### src/rtl/hazard_pkg.sv
// Shared definitions for the pipeline hazard unit: forward-select encodings
// and the default register-index width.
`timescale 1ns/1ps
package hazard_pkg;

  localparam int HAZ_AW = 5;

  localparam logic [1:0] FWD_RF    = 2'b00;
  localparam logic [1:0] FWD_MEMWB = 2'b01;
  localparam logic [1:0] FWD_EXMEM = 2'b10;
  localparam logic [1:0] FWD_MUL   = 2'b11;

endpackage

### src/rtl/hazard_scoreboard_unit_mul.sv
// Single-entry scoreboard for the fixed-latency side multiplier: tracks the
// in-flight destination and counts down to the write-back cycle.
`timescale 1ns/1ps
module mul_scoreboard
  import hazard_pkg::*;
#(
  parameter int AW      = HAZ_AW,
  parameter int MUL_LAT = 3
) (
  input  logic          clk,
  input  logic          rst_n,
  input  logic          issue,
  input  logic [AW-1:0] issue_rd,
  output logic          busy,
  output logic          cnt_le1,
  output logic          done,
  output logic [AW-1:0] rd
);

  localparam int            CW       = $clog2(MUL_LAT);
  localparam logic [CW-1:0] CNT_INIT = CW'(MUL_LAT - 1);

  logic [CW-1:0] cnt;

  // A new issue on the done edge wins over retiring the old multiply.
  always_ff @(posedge clk or negedge rst_n) begin
    if (!rst_n) begin
      busy <= 1'b0;
      cnt  <= '0;
      rd   <= '0;
    end else if (issue) begin
      busy <= 1'b1;
      cnt  <= CNT_INIT;
      rd   <= issue_rd;
    end else if (busy) begin
      if (cnt != '0) begin
        cnt <= cnt - CW'(1);
      end else begin
        busy <= 1'b0;
      end
    end
  end

  assign done    = busy & (cnt == '0);
  assign cnt_le1 = (cnt <= CW'(1));

endmodule

### src/rtl/hazard_scoreboard_unit.sv
// Hazard unit: operand-forward selection, load-use and multiplier stalls,
// and the registered per-source forward selects driving the EX operand muxes.
`timescale 1ns/1ps
module hazard_scoreboard_unit
  import hazard_pkg::*;
#(
  parameter int AW      = HAZ_AW,
  parameter int NSRC    = 2,
  parameter int MUL_LAT = 3
) (
  input  logic               clk,
  input  logic               rst_n,
  input  logic               id_valid,
  input  logic [NSRC*AW-1:0] id_src,
  input  logic [NSRC-1:0]    id_src_use,
  input  logic [AW-1:0]      id_rd,
  input  logic               id_regwrite,
  input  logic               id_is_mul,
  input  logic               flush,
  input  logic [AW-1:0]      ex_rd,
  input  logic               ex_regwrite,
  input  logic               ex_memread,
  input  logic [AW-1:0]      mem_rd,
  input  logic               mem_regwrite,
  output logic               stall,
  output logic [2*NSRC-1:0]  ex_fwd_sel,
  output logic               mul_busy,
  output logic               mul_done,
  output logic [AW-1:0]      mul_rd_o
);

  logic          busy;
  logic          cnt_le1;
  logic          done;
  logic [AW-1:0] mul_rd;
  logic          mul_issue;

  logic [NSRC-1:0]   hit_ex;
  logic [NSRC-1:0]   hit_mem;
  logic [NSRC-1:0]   hit_mul;
  logic [2*NSRC-1:0] sel_next;

  logic cnt_gt0;
  logic cnt_gt1;
  logic cnt_eq1;

  assign cnt_gt0 = busy & ~done;
  assign cnt_gt1 = busy & ~cnt_le1;
  assign cnt_eq1 = busy & cnt_le1 & ~done;

  // Register 0 and unread sources never match any producer.
  for (genvar g = 0; g < NSRC; g++) begin : g_src
    logic [AW-1:0] src;
    logic          used;

    assign src        = id_src[g*AW +: AW];
    assign used       = id_src_use[g] & (src != '0);
    assign hit_ex[g]  = used & (src == ex_rd);
    assign hit_mem[g] = used & (src == mem_rd);
    assign hit_mul[g] = used & (src == mul_rd);

    assign sel_next[g*2 +: 2] =
        (hit_ex[g] & ex_regwrite & ~ex_memread) ? FWD_EXMEM :
        (hit_mem[g] & mem_regwrite)             ? FWD_MEMWB :
        (hit_mul[g] & cnt_eq1)                  ? FWD_MUL   :
                                                  FWD_RF;
  end

  logic load_use;
  logic mul_raw;
  logic mul_struct;
  logic waw_alu;
  logic waw_mul;
  logic advance;

  assign load_use   = ex_memread & ex_regwrite & (|hit_ex);
  assign mul_raw    = cnt_gt1 & (|hit_mul);
  assign mul_struct = id_is_mul & cnt_gt0;
  assign waw_alu    = id_regwrite & cnt_gt0 & (id_rd == mul_rd);
  assign waw_mul    = id_is_mul & (id_rd != '0) &
                      ((ex_regwrite & (id_rd == ex_rd)) |
                       (mem_regwrite & (id_rd == mem_rd)));

  assign stall     = id_valid & ~flush &
                     (load_use | mul_raw | mul_struct | waw_alu | waw_mul);
  assign advance   = id_valid & ~flush & ~stall;
  assign mul_issue = advance & id_is_mul;

  // Anything that does not advance enters EX as a bubble with all-regfile selects.
  always_ff @(posedge clk or negedge rst_n) begin
    if (!rst_n) begin
      ex_fwd_sel <= '0;
    end else begin
      ex_fwd_sel <= advance ? sel_next : '0;
    end
  end

  mul_scoreboard #(
    .AW      (AW),
    .MUL_LAT (MUL_LAT)
  ) u_mul_scoreboard (
    .clk      (clk),
    .rst_n    (rst_n),
    .issue    (mul_issue),
    .issue_rd (id_rd),
    .busy     (busy),
    .cnt_le1  (cnt_le1),
    .done     (done),
    .rd       (mul_rd)
  );

  assign mul_busy = busy;
  assign mul_done = done;
  assign mul_rd_o = mul_rd;

endmodule

### config.mk
export PLATFORM = sky130hd
export DESIGN_NAME = hazard_scoreboard_unit
export DESIGN_NICKNAME = d
export VERILOG_FILES = /design/src/rtl/hazard_pkg.sv /design/src/rtl/hazard_scoreboard_unit_mul.sv /design/src/rtl/hazard_scoreboard_unit.sv
export SDC_FILE = /design/constraint.sdc
export NUM_CORES = 1
export LEC_CHECK = 0
export CORE_ASPECT_RATIO = 0.75
export CORE_UTILIZATION = 48
export CTS_BUF_LIST = sky130_fd_sc_hd__clkbuf_8
export DETAILED_ROUTE_END_ITERATION = 8
export GPL_ROUTABILITY_DRIVEN = 0
export GPL_TIMING_DRIVEN = 0
export MAX_ROUTING_LAYER = met4
export PLACE_DENSITY = 0.87
export SYNTH_ARGS = -nofsm -noshare
export SYNTH_HDL_FRONTEND = slang
export SYNTH_SLANG_ARGS = --single-unit
### constraint.sdc
create_clock -name clk -period 6.1 [get_ports clk]
set_input_delay 0.61 -clock clk [delete_from_list [all_inputs] [get_ports clk]]
set_output_delay 0.61 -clock clk [all_outputs]
set_load 0.05 [all_outputs]
==> results.py <==
metrics = {
    "cells_and_area": {
        "regArea_sq_um": 300,
        "syn_to_final_growth_pct": 44.4,
        "antenna_cells": 0,
        "utilization": 0.746,
        "final_area_sq_um": 1750,
        "multi_input_area_sq_um": 893,
        "fin_nets": 214,
        "drive_gt1_frac": 0.0914,
        "nFillCells": 171,
    },
    "timing": {
        "setup_tns_ns": 0,
        "slew_headroom": 0.393,
        "post-route-period-util": 0.678,
        "rsz0062_at_grt": "no",
        "period_minus_slack_ns": 4.13,
        "max_clock_freq_mhz": 242,
        "slew_viol_final": 0,
        "setup_violations": 0,
        "tightest_slew_ns": 0.902,
        "fin_ws_ns": 1.97,
        "worst_clock_skew_ns": 0.00350,
        "hold_violations": 0,
    },
    "yosys": {
        "synth_area_sq_um": 1210,
        "synth_cells": 127,
        "synth_nets": 165,
        "synthTopCellsByCount": "25 x xnor2_1, 21 x xor2_1, 12 x dfrtp_1, 7 x nand2_1, 7 x nor4_1",
        "async_flop_share": 1.00,
        "synth.top_cell.area_share": 0.248,
        "synth-main-ff-cell": "dfrtp_1",
        "synth.most_common_cell": "xnor2_1",
        "yosysTopAreaCell": "dfrtp_1",
        "yosys_warnings": 0,
        "syn_area_per_cell_sq_um": 9.55,
        "synth_edf_count": 0,
        "ys_seq_elements": 12,
        "synth_area_leaders": "dfrtp_1 25%, xnor2_1 18%, xor2_1 15%, mux2_4 6.2%, nor4_1 3.6%",
        "seq_area_frac_synth": 0.248,
        "ys_types": 33,
    },
    "die": {
        "die_h_um": 45.5,
        "fp-row-count": 15,
        "io_pins": 48,
        "die_area_sq_um": 2730,
        "die_x_um": 60.0,
        "start_util": 0.517,
        "core-area_sq_um": 2350,
    },
    "route": {
        "avgViaCountPerCell": 5.56,
        "finalWirelength_um": 3420,
        "drt_iter0_markers": 26,
        "antenna_left": 0,
        "routedWlPerCell_um": 16.3,
        "num_vias": 1161,
        "first_pass_iters": 4,
        "remaining_drc_errors": 0,
    },
    "worst_hold_path": {
        "hold_class": "reg -> reg",
    },
    "worst_setup_path": {
        "worst-setup-path-type": "in -> out",
        "timing.rr.start": "u_mul_scoreboard.rd[0]",
        "reg2reg_slack_ns": 3.70,
        "reg2reg_to": "u_mul_scoreboard.rd[0]",
        "endpoint": "stall",
        "path_max_fanout": 4,
        "cp_data_required_time_ns": 5.49,
        "start_kind": "input port",
        "cp-startpoint": "id_src[5]",
        "reg2reg_depth": 6,
        "crit_arrival_ns": 3.52,
        "endpoint_kind": "output pin",
    },
    "power": {
        "leakagePower_nw": 0.653,
        "power.density_nw_per_um2": 318,
        "power.clock.fraction": 0.158,
        "seq_power_share": 0.278,
        "p_comb_frac": 0.564,
        "netSwitchingPower_mw": 0.254,
        "sw_frac_of_total": 0.456,
        "ir_drop_v": 0.000285,
        "intPower_mw": 0.302,
    },
    "placed_design": {
        "portBuffers": 44,
        "place_ws_ns": 1.99,
        "postPlaceCellArea_sq_um": 1700,
        "hpwl_um": 2710,
    },
    "cts": {
        "cts_tree": "done",
        "post-cts-setup-buffers": 0,
        "clockBufferDepth": 2,
        "cts.clk_slew.worst_paths_ns": 0.06,
        "cts_htree_levels": 1,
        "clock_latency_ns": 0.24,
        "postCtsHoldBufs": 0,
        "cts_made_buffers": 3,
        "numClockSinks": 12,
        "cts_resized": 0,
        "cts_root_buf": "clkbuf_8",
    },
    "grt": {
        "first_global_vias": 1156,
        "grt_pass1_wl_um": 5480,
        "grt_overflow": 0,
        "antenna_found_initial": 0,
        "grt_max_degree": 13,
        "track_usage": 0.289,
    },
    "run": {
        "maxCapViolCount": 0,
    },
    "run_status": {
        "status": "complete, no violations",
    },
}
-- state kept, by name, indices dropped and copies added, names as in the netlist --
name	cells
u_mul_scoreboard.rd	5
ex_fwd_sel	4
u_mul_scoreboard.cnt	2
u_mul_scoreboard.busy	1
-- final cells by class --
type,instances,share of cell area
Multi-Input combinational cell,110,0.510
Timing Repair Buffer,44,0.252
Sequential cell,12,0.172
Clock buffer,4,0.0315
Tap cell,34,0.0243
Buffer,3,0.00643
Inverter,2,0.00429
-- stage by stage --
stage	hold slack, ns	cells	power (mW)
after floorplan	0.314	127	0.352
after global placement	0.482	205	0.452
after detailed placement	0.488	205	0.462
after CTS	0.500	209	0.553
after global routing	0.547	209	0.579
final	0.492	209	0.556
-- worst min-delay path by stage --
stage	from	end	slack, ns	cells after the start
final	u_mul_scoreboard.cnt[1]	u_mul_scoreboard.cnt[1]	0.49	2
after floorplan	rst_n	ex_fwd_sel[0]	0.31	0
after global placement	u_mul_scoreboard.cnt[1]	u_mul_scoreboard.cnt[1]	0.48	2
after CTS	u_mul_scoreboard.cnt[1]	u_mul_scoreboard.cnt[1]	0.50	2
after global routing	u_mul_scoreboard.cnt[1]	u_mul_scoreboard.cnt[1]	0.55	2
after detailed placement	u_mul_scoreboard.cnt[1]	u_mul_scoreboard.cnt[1]	0.49	2
-- cell families (layout without fill, tap and decap cells) --
| family | Yosys count | count (layout) | share of synthesized area |
|---|---|---|---|
| xor+xnor | 46 | 46 | 0.332 |
| flops | 12 | 12 | 0.248 |
| buf+inv | 5 | 53 | 0.0155 |
| compound gates | 15 | 15 | 0.117 |
| mux | 5 | 5 | 0.0619 |
| fa+ha+maj | 2 | 2 | 0.0206 |
| simple gates | 42 | 42 | 0.205 |
-- per-layer routing --
layer	global-route usage	share of wire
met5	-	0
met4	0.0791	0.018
met3	0.0653	0.055
met2	0.489	0.48
met1	0.347	0.45
-- cells in the final DEF (no fill, tap or decap), types with 2 or more instances in the layout --
master,instances
a21oi_1,3
a31oi_1,2
and2_1,3
clkbuf_1,2
clkbuf_8,4
clkdlybuf4s50_1,44
dfrtp_1,12
ha_1,2
inv_1,2
mux2_4,5
nand2_1,7
nand2b_1,2
nand3_1,3
nand4_1,4
nor2_1,5
nor2b_1,2
nor4_1,7
o211ai_1,2
o211ai_4,2
or4_1,3
xnor2_1,25
xor2_1,21
-- critical path, stage by stage --
cell             delay (ns)
clkdlybuf4s50_1        0.62
xnor2_1                0.17
nand3_1                0.11
nor4_1                 0.79
o211ai_4               0.17
o211ai_1               0.12
and2_1                 0.14
clkdlybuf4s50_1        0.79
-- power groups by stage --
stage / combinational, mW / clock (mW) / sequential (mW)
finish: 0.313 / 0.0878 / 0.155
global route: 0.331 / 0.0915 / 0.156
CTS: 0.313 / 0.0875 / 0.153
detailed placement: 0.310 / 0 / 0.153
global placement: 0.300 / 0 / 0.152
floorplan: 0.145 / 0 / 0.207
Power figures use the tool's default switching activity.
